===== config.mk =====
export PLATFORM = sky130hd
export DESIGN_NAME = pipe_hazard_ctrl
export DESIGN_NICKNAME = d
export VERILOG_FILES = /design/src/rtl/pipe_hazard_ctrl_pkg.sv /design/src/rtl/pipe_hazard_ctrl_fwd_sel.sv /design/src/rtl/pipe_hazard_ctrl.sv
export SDC_FILE = /design/constraint.sdc
export NUM_CORES = 1
export LEC_CHECK = 0
export BUFFER_PORTS_ARGS = -buffer_cell sky130_fd_sc_hd__buf_2
export CAP_MARGIN = 20
export CORE_MARGIN = 1.5
export CORE_UTILIZATION = 44
export CTS_CLUSTER_DIAMETER = 100
export DETAILED_ROUTE_END_ITERATION = 10
export PLACE_DENSITY = 0.94
export SLEW_MARGIN = 10
export SYNTH_ARGS = -nofsm -noshare
export SYNTH_HDL_FRONTEND = slang
export SYNTH_HIERARCHICAL = 1
export SYNTH_SLANG_ARGS = --single-unit

===== constraint.sdc =====
create_clock -name clk -period 1.99 [get_ports clk]
set_input_delay 0.398 -clock clk [delete_from_list [all_inputs] [get_ports clk]]
set_output_delay 0.398 -clock clk [all_outputs]
set_load 0.03 [all_outputs]

===== src/rtl/pipe_hazard_ctrl_pkg.sv =====
// Shared encodings for the ID-stage hazard controller: forward selects and FSM states.
package pipe_hazard_ctrl_pkg;

    localparam logic [1:0] FWD_RF      = 2'b00;
    localparam logic [1:0] FWD_EX      = 2'b01;
    localparam logic [1:0] FWD_MEMALU  = 2'b10;
    localparam logic [1:0] FWD_MEMDATA = 2'b11;

    typedef enum logic [1:0] {
        ST_RUN     = 2'b00,
        ST_LDSTALL = 2'b01,
        ST_FLUSH   = 2'b10,
        ST_HOLD    = 2'b11
    } state_e;

endpackage


===== src/rtl/pipe_hazard_ctrl_fwd_sel.sv =====
// Operand forward select for one ID source operand from the EX/MEM shadow state.
module hazard_fwd_sel
    import pipe_hazard_ctrl_pkg::*;
#(
    parameter int unsigned REG_AW = 5
) (
    input  logic [REG_AW-1:0] idx,
    input  logic              use_op,
    input  logic              ex_wreg,
    input  logic              ex_m2reg,
    input  logic [REG_AW-1:0] ex_destr,
    input  logic              mem_wreg,
    input  logic              mem_m2reg,
    input  logic [REG_AW-1:0] mem_destr,
    output logic [1:0]        sel
);

    // A load in EX cannot forward yet; it falls through so MEM may still match.
    always_comb begin
        sel = FWD_RF;
        if (use_op && (idx != '0)) begin
            if (ex_wreg && !ex_m2reg && (idx == ex_destr)) begin
                sel = FWD_EX;
            end else if (mem_wreg && (idx == mem_destr)) begin
                sel = mem_m2reg ? FWD_MEMDATA : FWD_MEMALU;
            end
        end
    end

endmodule


===== src/rtl/pipe_hazard_ctrl.sv =====
// ID-stage hazard controller: forwarding, load-use stall, redirect flush, memory hold.
// Optional perf counters enabled by defining HAZARD_PERF_CNT_EN.
module pipe_hazard_ctrl
    import pipe_hazard_ctrl_pkg::*;
#(
    parameter int unsigned REG_AW = 5,
    parameter int unsigned CNT_W  = 32
) (
    input  logic              clk,
    input  logic              rst,
    input  logic              id_valid,
    input  logic [REG_AW-1:0] id_rs,
    input  logic [REG_AW-1:0] id_rt,
    input  logic              id_use_rs,
    input  logic              id_use_rt,
    input  logic [REG_AW-1:0] id_destR,
    input  logic              id_wreg,
    input  logic              id_m2reg,
    input  logic              id_redirect,
    input  logic              mem_hold,
    output logic [1:0]        fwda,
    output logic [1:0]        fwdb,
    output logic              pc_we,
    output logic              ifid_we,
    output logic              ifid_flush,
    output logic              idex_bubble,
    output logic [1:0]        state,
    output logic [CNT_W-1:0]  stall_cnt,
    output logic [CNT_W-1:0]  flush_cnt
);

    state_e            state_q, state_d;
    logic              ex_wreg_q, ex_wreg_d, ex_m2reg_q, ex_m2reg_d;
    logic              mem_wreg_q, mem_wreg_d, mem_m2reg_q, mem_m2reg_d;
    logic [REG_AW-1:0] ex_destr_q, ex_destr_d, mem_destr_q, mem_destr_d;
    logic              load_use;

    assign load_use = id_valid && ex_wreg_q && ex_m2reg_q && (ex_destr_q != '0) &&
                      ((id_use_rs && (id_rs == ex_destr_q)) ||
                       (id_use_rt && (id_rt == ex_destr_q)));

    // Outputs act on the current cycle's hazards; state_q only records the decision.
    always_comb begin
        state_d     = ST_RUN;
        pc_we       = 1'b1;
        ifid_we     = 1'b1;
        ifid_flush  = 1'b0;
        idex_bubble = 1'b0;
        if (mem_hold) begin
            state_d = ST_HOLD;
            pc_we   = 1'b0;
            ifid_we = 1'b0;
        end else if (load_use) begin
            state_d     = ST_LDSTALL;
            pc_we       = 1'b0;
            ifid_we     = 1'b0;
            idex_bubble = 1'b1;
        end else if (id_redirect) begin
            state_d    = ST_FLUSH;
            ifid_flush = 1'b1;
        end
    end

    always_comb begin
        ex_wreg_d   = ex_wreg_q;
        ex_m2reg_d  = ex_m2reg_q;
        ex_destr_d  = ex_destr_q;
        mem_wreg_d  = mem_wreg_q;
        mem_m2reg_d = mem_m2reg_q;
        mem_destr_d = mem_destr_q;
        if (!mem_hold) begin
            mem_wreg_d  = ex_wreg_q;
            mem_m2reg_d = ex_m2reg_q;
            mem_destr_d = ex_destr_q;
            ex_wreg_d   = id_wreg && id_valid && !idex_bubble;
            ex_m2reg_d  = id_m2reg;
            ex_destr_d  = id_destR;
        end
    end

    always_ff @(posedge clk) begin
        if (!rst) begin
            state_q     <= ST_RUN;
            ex_wreg_q   <= 1'b0;
            ex_m2reg_q  <= 1'b0;
            ex_destr_q  <= '0;
            mem_wreg_q  <= 1'b0;
            mem_m2reg_q <= 1'b0;
            mem_destr_q <= '0;
        end else begin
            state_q     <= state_d;
            ex_wreg_q   <= ex_wreg_d;
            ex_m2reg_q  <= ex_m2reg_d;
            ex_destr_q  <= ex_destr_d;
            mem_wreg_q  <= mem_wreg_d;
            mem_m2reg_q <= mem_m2reg_d;
            mem_destr_q <= mem_destr_d;
        end
    end

    assign state = state_q;

    hazard_fwd_sel #(.REG_AW(REG_AW)) u_fwd_a (
        .idx(id_rs), .use_op(id_use_rs),
        .ex_wreg(ex_wreg_q), .ex_m2reg(ex_m2reg_q), .ex_destr(ex_destr_q),
        .mem_wreg(mem_wreg_q), .mem_m2reg(mem_m2reg_q), .mem_destr(mem_destr_q),
        .sel(fwda)
    );

    hazard_fwd_sel #(.REG_AW(REG_AW)) u_fwd_b (
        .idx(id_rt), .use_op(id_use_rt),
        .ex_wreg(ex_wreg_q), .ex_m2reg(ex_m2reg_q), .ex_destr(ex_destr_q),
        .mem_wreg(mem_wreg_q), .mem_m2reg(mem_m2reg_q), .mem_destr(mem_destr_q),
        .sel(fwdb)
    );

`ifdef HAZARD_PERF_CNT_EN
    logic [CNT_W-1:0] stall_cnt_q, stall_cnt_d, flush_cnt_q, flush_cnt_d;

    // Bubble/flush already exclude HOLD cycles; counters saturate.
    always_comb begin
        stall_cnt_d = stall_cnt_q;
        flush_cnt_d = flush_cnt_q;
        if (idex_bubble && (stall_cnt_q != '1)) stall_cnt_d = stall_cnt_q + CNT_W'(1);
        if (ifid_flush && (flush_cnt_q != '1)) flush_cnt_d = flush_cnt_q + CNT_W'(1);
    end

    always_ff @(posedge clk) begin
        if (!rst) begin
            stall_cnt_q <= '0;
            flush_cnt_q <= '0;
        end else begin
            stall_cnt_q <= stall_cnt_d;
            flush_cnt_q <= flush_cnt_d;
        end
    end

    assign stall_cnt = stall_cnt_q;
    assign flush_cnt = flush_cnt_q;
`else
    assign stall_cnt = '0;
    assign flush_cnt = '0;
`endif

endmodule


# Word level (Yosys, flattened, before mapping)

Cells that the tools add are included.
Widths: inputs -> output; s select.

Eq/ne operators: 4
Mux-type cells: 17
Reduce and logical (&&, ||, !) cells: 21

Operators by type and width:

| operator          | number |
|---|---|
| $eq 5x5->1        | 4 |
| $mux 2            | 9 |
| $logic_and 1x1->1 | 15 |
| $reduce_bool 5->1 | 3 |
| $mux 1            | 8 |
| $logic_not 1->1   | 2 |
| $logic_or 1x1->1  | 1 |

Register bits after elaboration: 16
Input bits: 24
Logic and storage cells: 49

# Longest topological paths before layout

Gate-level depths: netlist of run 1.

Depth after elaboration: 8
Mapped depth: 6
Depth with buffers taken out: 4

# By module

Netlist of run 1, hierarchy kept.

Modules (own cells, without submodules):

| module           | instances | cells each | area an instance (um2) | sequential area each (um2) |
|---|---|---|---|---|
| pipe_hazard_ctrl | 1         | 144        | 1272.5                 | 320.3 |
| hazard_fwd_sel   | 2         | 19         | 168.9                  | 0.0 |

# Worst setup path before layout of run 1

OpenSTA, ideal clock, no wires.

Path type: reg-to-output
Start: register ex_destr_q[1]
End: output port pc_we
Data arrival time: 2.002 ns
Path slack: -0.410 ns
Cell stages (with the launch flop): 5
Path buffers: 1
Cells stage by stage: dfxtp_1 or4_4 o2111a_1 a21oi_1 buf_4

Word-level cells in the longest chain between the ends: 6

RTL lines:

| element                                     | RTL line                                       | text |
|---|---|---|
| start: declaration                          | pipe_hazard_ctrl.sv:35                         | `logic [REG_AW-1:0] ex_destr_q, ex_destr_d, mem_destr_q, mem_destr_d;` |
| start signal: assignment                    | pipe_hazard_ctrl.sv:94                         | `ex_destr_q <= ex_destr_d;` |
| $eq 5x5->1, on equally long branches        | pipe_hazard_ctrl.sv:39, pipe_hazard_ctrl.sv:40 |  |
| $logic_and 1x1->1, on equally long branches | pipe_hazard_ctrl.sv:39, pipe_hazard_ctrl.sv:40 |  |
| $logic_or 1x1->1                            | pipe_hazard_ctrl.sv:39                         | `((id_use_rs && (id_rs == ex_destr_q)) \|\|` |
| $logic_and 1x1->1 *                         | pipe_hazard_ctrl.sv:38                         | `assign load_use = id_valid && ex_wreg_q && ex_m2reg_q && (ex_destr_q != '0) &&` |
| $mux 1 * (2 in a row)                       | --                                             |  |
| end: declaration                            | pipe_hazard_ctrl.sv:23                         | `output logic pc_we,` |

Mark *: on every way between the ends. The rest lies on a longest branch, timed or not.

# Worst setup path after layout of run 1

Start: register ex_destr_q[1]
End: output port ifid_we

Word-level cells in the longest chain between the ends: 6

RTL lines:

| element                                     | RTL line                                       | text |
|---|---|---|
| $eq 5x5->1, on equally long branches        | pipe_hazard_ctrl.sv:39, pipe_hazard_ctrl.sv:40 |  |
| $logic_and 1x1->1, on equally long branches | pipe_hazard_ctrl.sv:39, pipe_hazard_ctrl.sv:40 |  |
| $logic_or 1x1->1                            | pipe_hazard_ctrl.sv:39                         |  |
| $logic_and 1x1->1 *                         | pipe_hazard_ctrl.sv:38                         |  |
| $mux 1 *                                    | pipe_hazard_ctrl.sv:53                         | `end else if (load_use) begin` |
| $mux 1 *                                    | pipe_hazard_ctrl.sv:49                         | `if (mem_hold) begin` |
| end: declaration                            | pipe_hazard_ctrl.sv:24                         | `output logic ifid_we,` |

Marks and branches as above.

==> results of run 1 <==
## worst max-delay path, delay by kind of cell, from the launching register on
family                 cells  cell delay [ns]
AOI/OAI and AO/OA          2             0.45
buffers and inverters      1             0.15
DFF                        1             0.34
and+or+nand+nor            1             0.57
## stage by stage
stage	TNS [ns]	instances	area [um^2]	power [mW]	utilization, %
global placement	0	263	1650	0.716	48.4
finish	-1.20	270	1860	0.979	54.4
floorplan	-0.101	245	1860	0.743	-
global route	-1.73	270	1860	1.02	54.4
detailed placement	0	263	1650	0.725	48.4
CTS	-1.25	269	1770	0.958	51.9
## cell usage in the layout (no fill, tap or decap), drive strengths merged, types with 5 or more instances in the layout
master,instances
nor2b,13
nand2,5
dfxtp,16
buf,44
xnor2,14
mux2i,13
xor2,16
conb,64
## final timing paths
check | from | to | slack [ns]
setup / recovery | ex_destr_q[1]$_SDFFE_PN0N_ | ifid_we | -0.21
hold / removal | id_destR[2] | ex_destr_q[2]$_SDFFE_PN0N_ | 0.35
setup reg to reg | ex_destr_q[1]$_SDFFE_PN0N_ | state[0]$_SDFF_PN0_ | 0.42
hold reg to reg | mem_destr_q[1]$_SDFFE_PN0N_ | mem_destr_q[1]$_SDFFE_PN0N_ | 0.57
## area by class of cell
| cell class | count | area share (%) |
|---|---|---|
| clock buffer | 4 | 1.95 |
| sequential | 16 | 17.7 |
| timing repair buffer | 44 | 16.9 |
| tap | 46 | 3.10 |
| inverter | 1 | 0.202 |
| multi-input combinational | 159 | 60.2 |
## cells by family after synthesis
group / count (synthesis) / share of synthesized area, %
other: 1 / 0.233
AOI/OAI and AO/OA: 15 / 6.92
DFF: 16 / 19.9
muxes: 13 / 8.08
buffers and inverters: 70 / 31.6
and+or+nand+nor: 37 / 16.9
xor gates and xnor gates: 30 / 16.3
## routing by layer
metal  up-vias  routed length (um)  GRT usage [%]
met3         7                 234           1.96
li1        574                   -              -
met1       569                1300           19.7
met4         0                  63           5.71
met5         -                   0              0
met2        64                1810           27.8
## power by group
group | leakage, nW | internal (mW) | switching, mW
registers | 0.133 | 0.337 | 0.0214
logic | 0.728 | 0.116 | 0.284
clock network | 0.0210 | 0.112 | 0.110
total | 0.882 | 0.565 | 0.414
## sequential cells by signal, indices dropped and copies added, names as in the netlist
register,count
state,2
mem_wreg_q,1
ex_wreg_q,1
mem_m2reg_q,1
ex_m2reg_q,1
ex_destr_q,5
mem_destr_q,5
## what timing repair did
action	in CTS	in global routing
setup buffers	2	1
pin swaps	12	15
gates resized for setup	19	18
setup endpoints to repair	8	8
==> out/qor.csv, run 1 <==
metric;value;unit
asr flop ratio synth;0;%
H-Tree Depth;1;
multi-input logic area;1120;um^2
Port Buffers;33;
commonest cells in the netlist;buf_4, dfxtp_1, xor2_1;
Hold Path Class;in -> reg;
via count;1214;
Final Setup Violations;8;
Synth warnings;6;
latest clock arrival within the worst-skew pair;0.30;ns
wire per inst;12.6;um
gp weighted congestion;0.838;
ant diodes;0;
# fillers;341;
count of cell types in the netlist;32;
global-route wire length before repair;5040;um
number of global-route vias before repair;1054;
Startpoint Class;flop;
TritonCTS buffer count;3;
hold buffer count at cts;0;
Rows;21;
fmax;455;MHz
Via-to-Cell Ratio;4.50;
Syn-to-layout area delta;15.5;%
routed wire length;3410;um
Reg area;329;um^2
clock skew;0.00855;ns
Arr. time, crit path;1.80;ns
pre-CTS worst setup slack;0.0149;ns
# IOs;98;
critical path class;reg -> out;
Reg clk slew, reported paths;0.10;ns
fin. max-slew vios;0;
crit share post-route;110;%
Die W;63.5;um
Leak Pwr;0.882;nW
violated checks;negative setup slack;
register area share after synthesis;19.9;%
worst setup margin;-0.206;ns
path depth of the worst reg2reg path;5;
core area;3420;um^2
grt ovf;0;
clk root buf;clkbuf_4;
placed wire-length estimate;2540;um
Sink Count;16;
Initial Util;47.1;%
most frequent cell after synthesis;buf_4;
Cell Area, Synth;1610;um^2
Syn Area/Cell;8.85;um^2
VDD IR max;0.329;mV
synth top area cells;buf_4, dfxtp_1, xor2_1, mux2i_1, xnor2_1;
die area;4030;um^2
Most used DFF post-synth;dfxtp_1;
status;finished with violations;
largest net degree at the start of global routing;19;
drt drc;0;
power per standard cell area;527;nW/um^2
share of layout cells above drive strength 1;33.0;%
WHS;0.349;ns
CTS Buffer Depth;2;
max cap viols;0;
1st-iter DRT viols;28;
DIE HEIGHT;63.5;um
critical path endpoint category;primary output;
Post-synth EDFFs;0;
Hold Path Stages;3;
RSZ-0062 raised after global routing;true;
Final Hold Fails;0;
Routed Antenna Nets;0;
CTS tree;built;
synthesized flop and latch total;16;
minimum clock period;2.20;ns
largest area contributor in the netlist;buf_4;
CP peak stage delay;0.57;ns
Mapped Cells;182;
CP max stage cell;or4_4;
CP required;1.59;ns
nets@finish;249;
Total Routing Usage GR;15.8;%
cells along the critical path;or4_4 -> o2111a_2 -> a21oi_4 -> buf_6;
first-pass iteration count of the detailed router;4;
Crit Path Max Fanout;2;
initial antenna violation count;0;
post-synth top area share;30.3;%
Power figures use the tool's default switching activity.
==> run 2, diff against run 1 <==
Settings changed: CELL_PAD_IN_SITES_DETAIL_PLACEMENT from default to 0, CELL_PAD_IN_SITES_GLOBAL_PLACEMENT from default to 1, CORE_UTILIZATION 44 to 33, PLACE_DENSITY 0.94 to 0.95.
Clock period 1.99 ns to 2.7 ns, I/O delays scaled along.
==> run 2 against run 1 <==
Against the previous run: the run now ends clean; sequential power shrank 25%; setup slack gained 0.45 ns; final area shrank 12%; final cell count grew 3.3%; register-to-register slack gained 0.77 ns; clock-buffer cell count shrank 1; clock power shrank 19%; sequential share of layout area grew 1.9 points; global-route usage shrank 4.5 points; critical path type unchanged; largest power group is now sequential cells.
==> out/qor.csv, run 2 (synthesis gave the netlist of run 1 again) <==
metric;value;unit
placed wire-length estimate;2390;um
CP max stage cell;or4_4;
power per standard cell area;427;nW/um^2
drt drc;0;
fmax;407;MHz
clock skew;0.000400;ns
Startpoint Class;flop;
post-CTS setup buffer count;0;
largest net degree at the start of global routing;20;
share of layout cells above drive strength 1;20.3;%
# IOs;98;
busiest grt layer;met2;
Reg clk slew, reported paths;0.06;ns
cells along the critical path;or4_4 -> o2111a_1 -> a21oi_1 -> buf_2;
critical path endpoint category;primary output;
Rows;25;
hold endpoint;ex_destr_q[0]$_SDFFE_PN0N_;
CTS Buffer Depth;2;
wire per inst;10.5;um
Arr. time, crit path;1.92;ns
Syn-to-layout area delta;1.32;%
CTS tree;built;
crit share post-route;91.0;%
CP required;2.16;ns
kind of cell adding the most delay to the critical path;simple AND/OR/NAND/NOR gates;
H-Tree Depth;1;
Final Hold Fails;0;
Leak Pwr;0.783;nW
M1 GR Usage;15.4;%
routed wire length;2930;um
crit path buf inv count;1;
VDD IR max;0.175;mV
first-pass iteration count of the detailed router;4;
TritonCTS buffer count;3;
ant diodes;0;
FF-to-FF Start;ex_destr_q[1]$_SDFFE_PN0N_;
Total Routing Usage GR;11.3;%
core area;4720;um^2
fin. max-slew vios;0;
grt ovf;0;
Sink Count;16;
most frequent cells in the layout;conb_1, buf_2, dfxtp_1, xor2_1, xnor2_1;
WHS;0.540;ns
die area;5310;um^2
hold buffer count at cts;0;
Worst R2R Setup Slack;1.19;ns
most common cell after layout, fill and taps aside;conb_1;
critical path class;reg -> out;
path depth of the worst reg2reg path;4;
Finished Core Util;34.5;%
Hold Path Class;in -> reg;
DIE HEIGHT;72.9;um
Initial Util;34.1;%
Worst R2R End;ex_wreg_q$_SDFFE_PN0N_;
M3 GR Usage;1.93;%
clk root buf;clkbuf_8;
Final Setup Violations;0;
global-route wire length before repair;4550;um
gp weighted congestion;0.824;
latest clock arrival within the worst-skew pair;0.25;ns
1st-iter DRT viols;33;
Routed Antenna Nets;0;
Crit Path Max Fanout;7;
Via-to-Cell Ratio;4.10;
post-cts resize count;0;
minimum clock period;2.46;ns
RSZ-0062 raised after global routing;false;
status;finished, final reports clean;
Port Buffers;33;
max cap viols;0;
hold_sp;id_destR[0];
initial antenna violation count;0;
grt met2 use;17.6;%
Hold Path Stages;3;
Tot Pwr;0.696;mW
number of global-route vias before repair;895;
Die W;72.9;um
nets@finish;238;
via count;1143;
CP peak stage delay;0.57;ns
setup_tns;0;ns
## run 2: cell types whose count changed in the layout (fill, tap and decap cells not counted), moves of 3 or more
cell	change
buf_2	+8
dfxtp_1	+5
buf_4	-9
dfxtp_2	-4
a21oi_1	+3
xnor2_2	-6
buf_6	-9
xnor2_1	+6
clkbuf_4	-3
## run 2: area by class of cell
cell class | count | area, um^2
fill | 502 | 3090
multi-input combinational | 159 | 1020
sequential | 16 | 320
timing repair buffer | 33 | 165
tap | 67 | 83.8
clock buffer | 3 | 41.3
inverter | 1 | 3.75
## run 2: stage by stage
| stage | setup slack, ns | area (um^2) | cells |
|---|---|---|---|
| after floorplan | 0.158 | 1850 | 245 |
| after global placement | 0.459 | 1590 | 276 |
| after detailed placement | 0.417 | 1590 | 276 |
| after CTS | 0.243 | 1630 | 279 |
| after global routing | 0.172 | 1630 | 279 |
| final | 0.243 | 1630 | 279 |
## run 2: power breakdown
group / switching [mW] / internal, mW
Sequential: 0.0203 / 0.248
Clock: 0.0813 / 0.0991
Combinational: 0.186 / 0.0619
## run 2: worst register-to-register path: cells and delay by family (launching register included)
kind	cells	cell delay, ns
and+or+nand+nor	2	0.66
AOI/OAI and AO/OA	2	0.39
DFF	1	0.41
## run 2: routing by layer
layer  share of wire [%]  vias up
li1                    -      552
met1                  43      527
met4                 1.6        0
met2                  48       59
met5                   0        -
met3                 7.6        5
## run 2: worst max path at each step
stage	startpoint	slack, ns	end	cells after the start
after floorplan	ex_destr_q[1]$_SDFFE_PN0N_	0.16	pc_we	4
after global placement	id_rt[4]	0.46	fwdb[1]	6
after detailed placement	id_rt[4]	0.42	fwdb[1]	6
after CTS	ex_destr_q[1]$_SDFFE_PN0N_	0.24	pc_we	4
after global routing	ex_destr_q[1]$_SDFFE_PN0N_	0.17	ifid_flush	4
final	ex_destr_q[1]$_SDFFE_PN0N_	0.24	pc_we	4
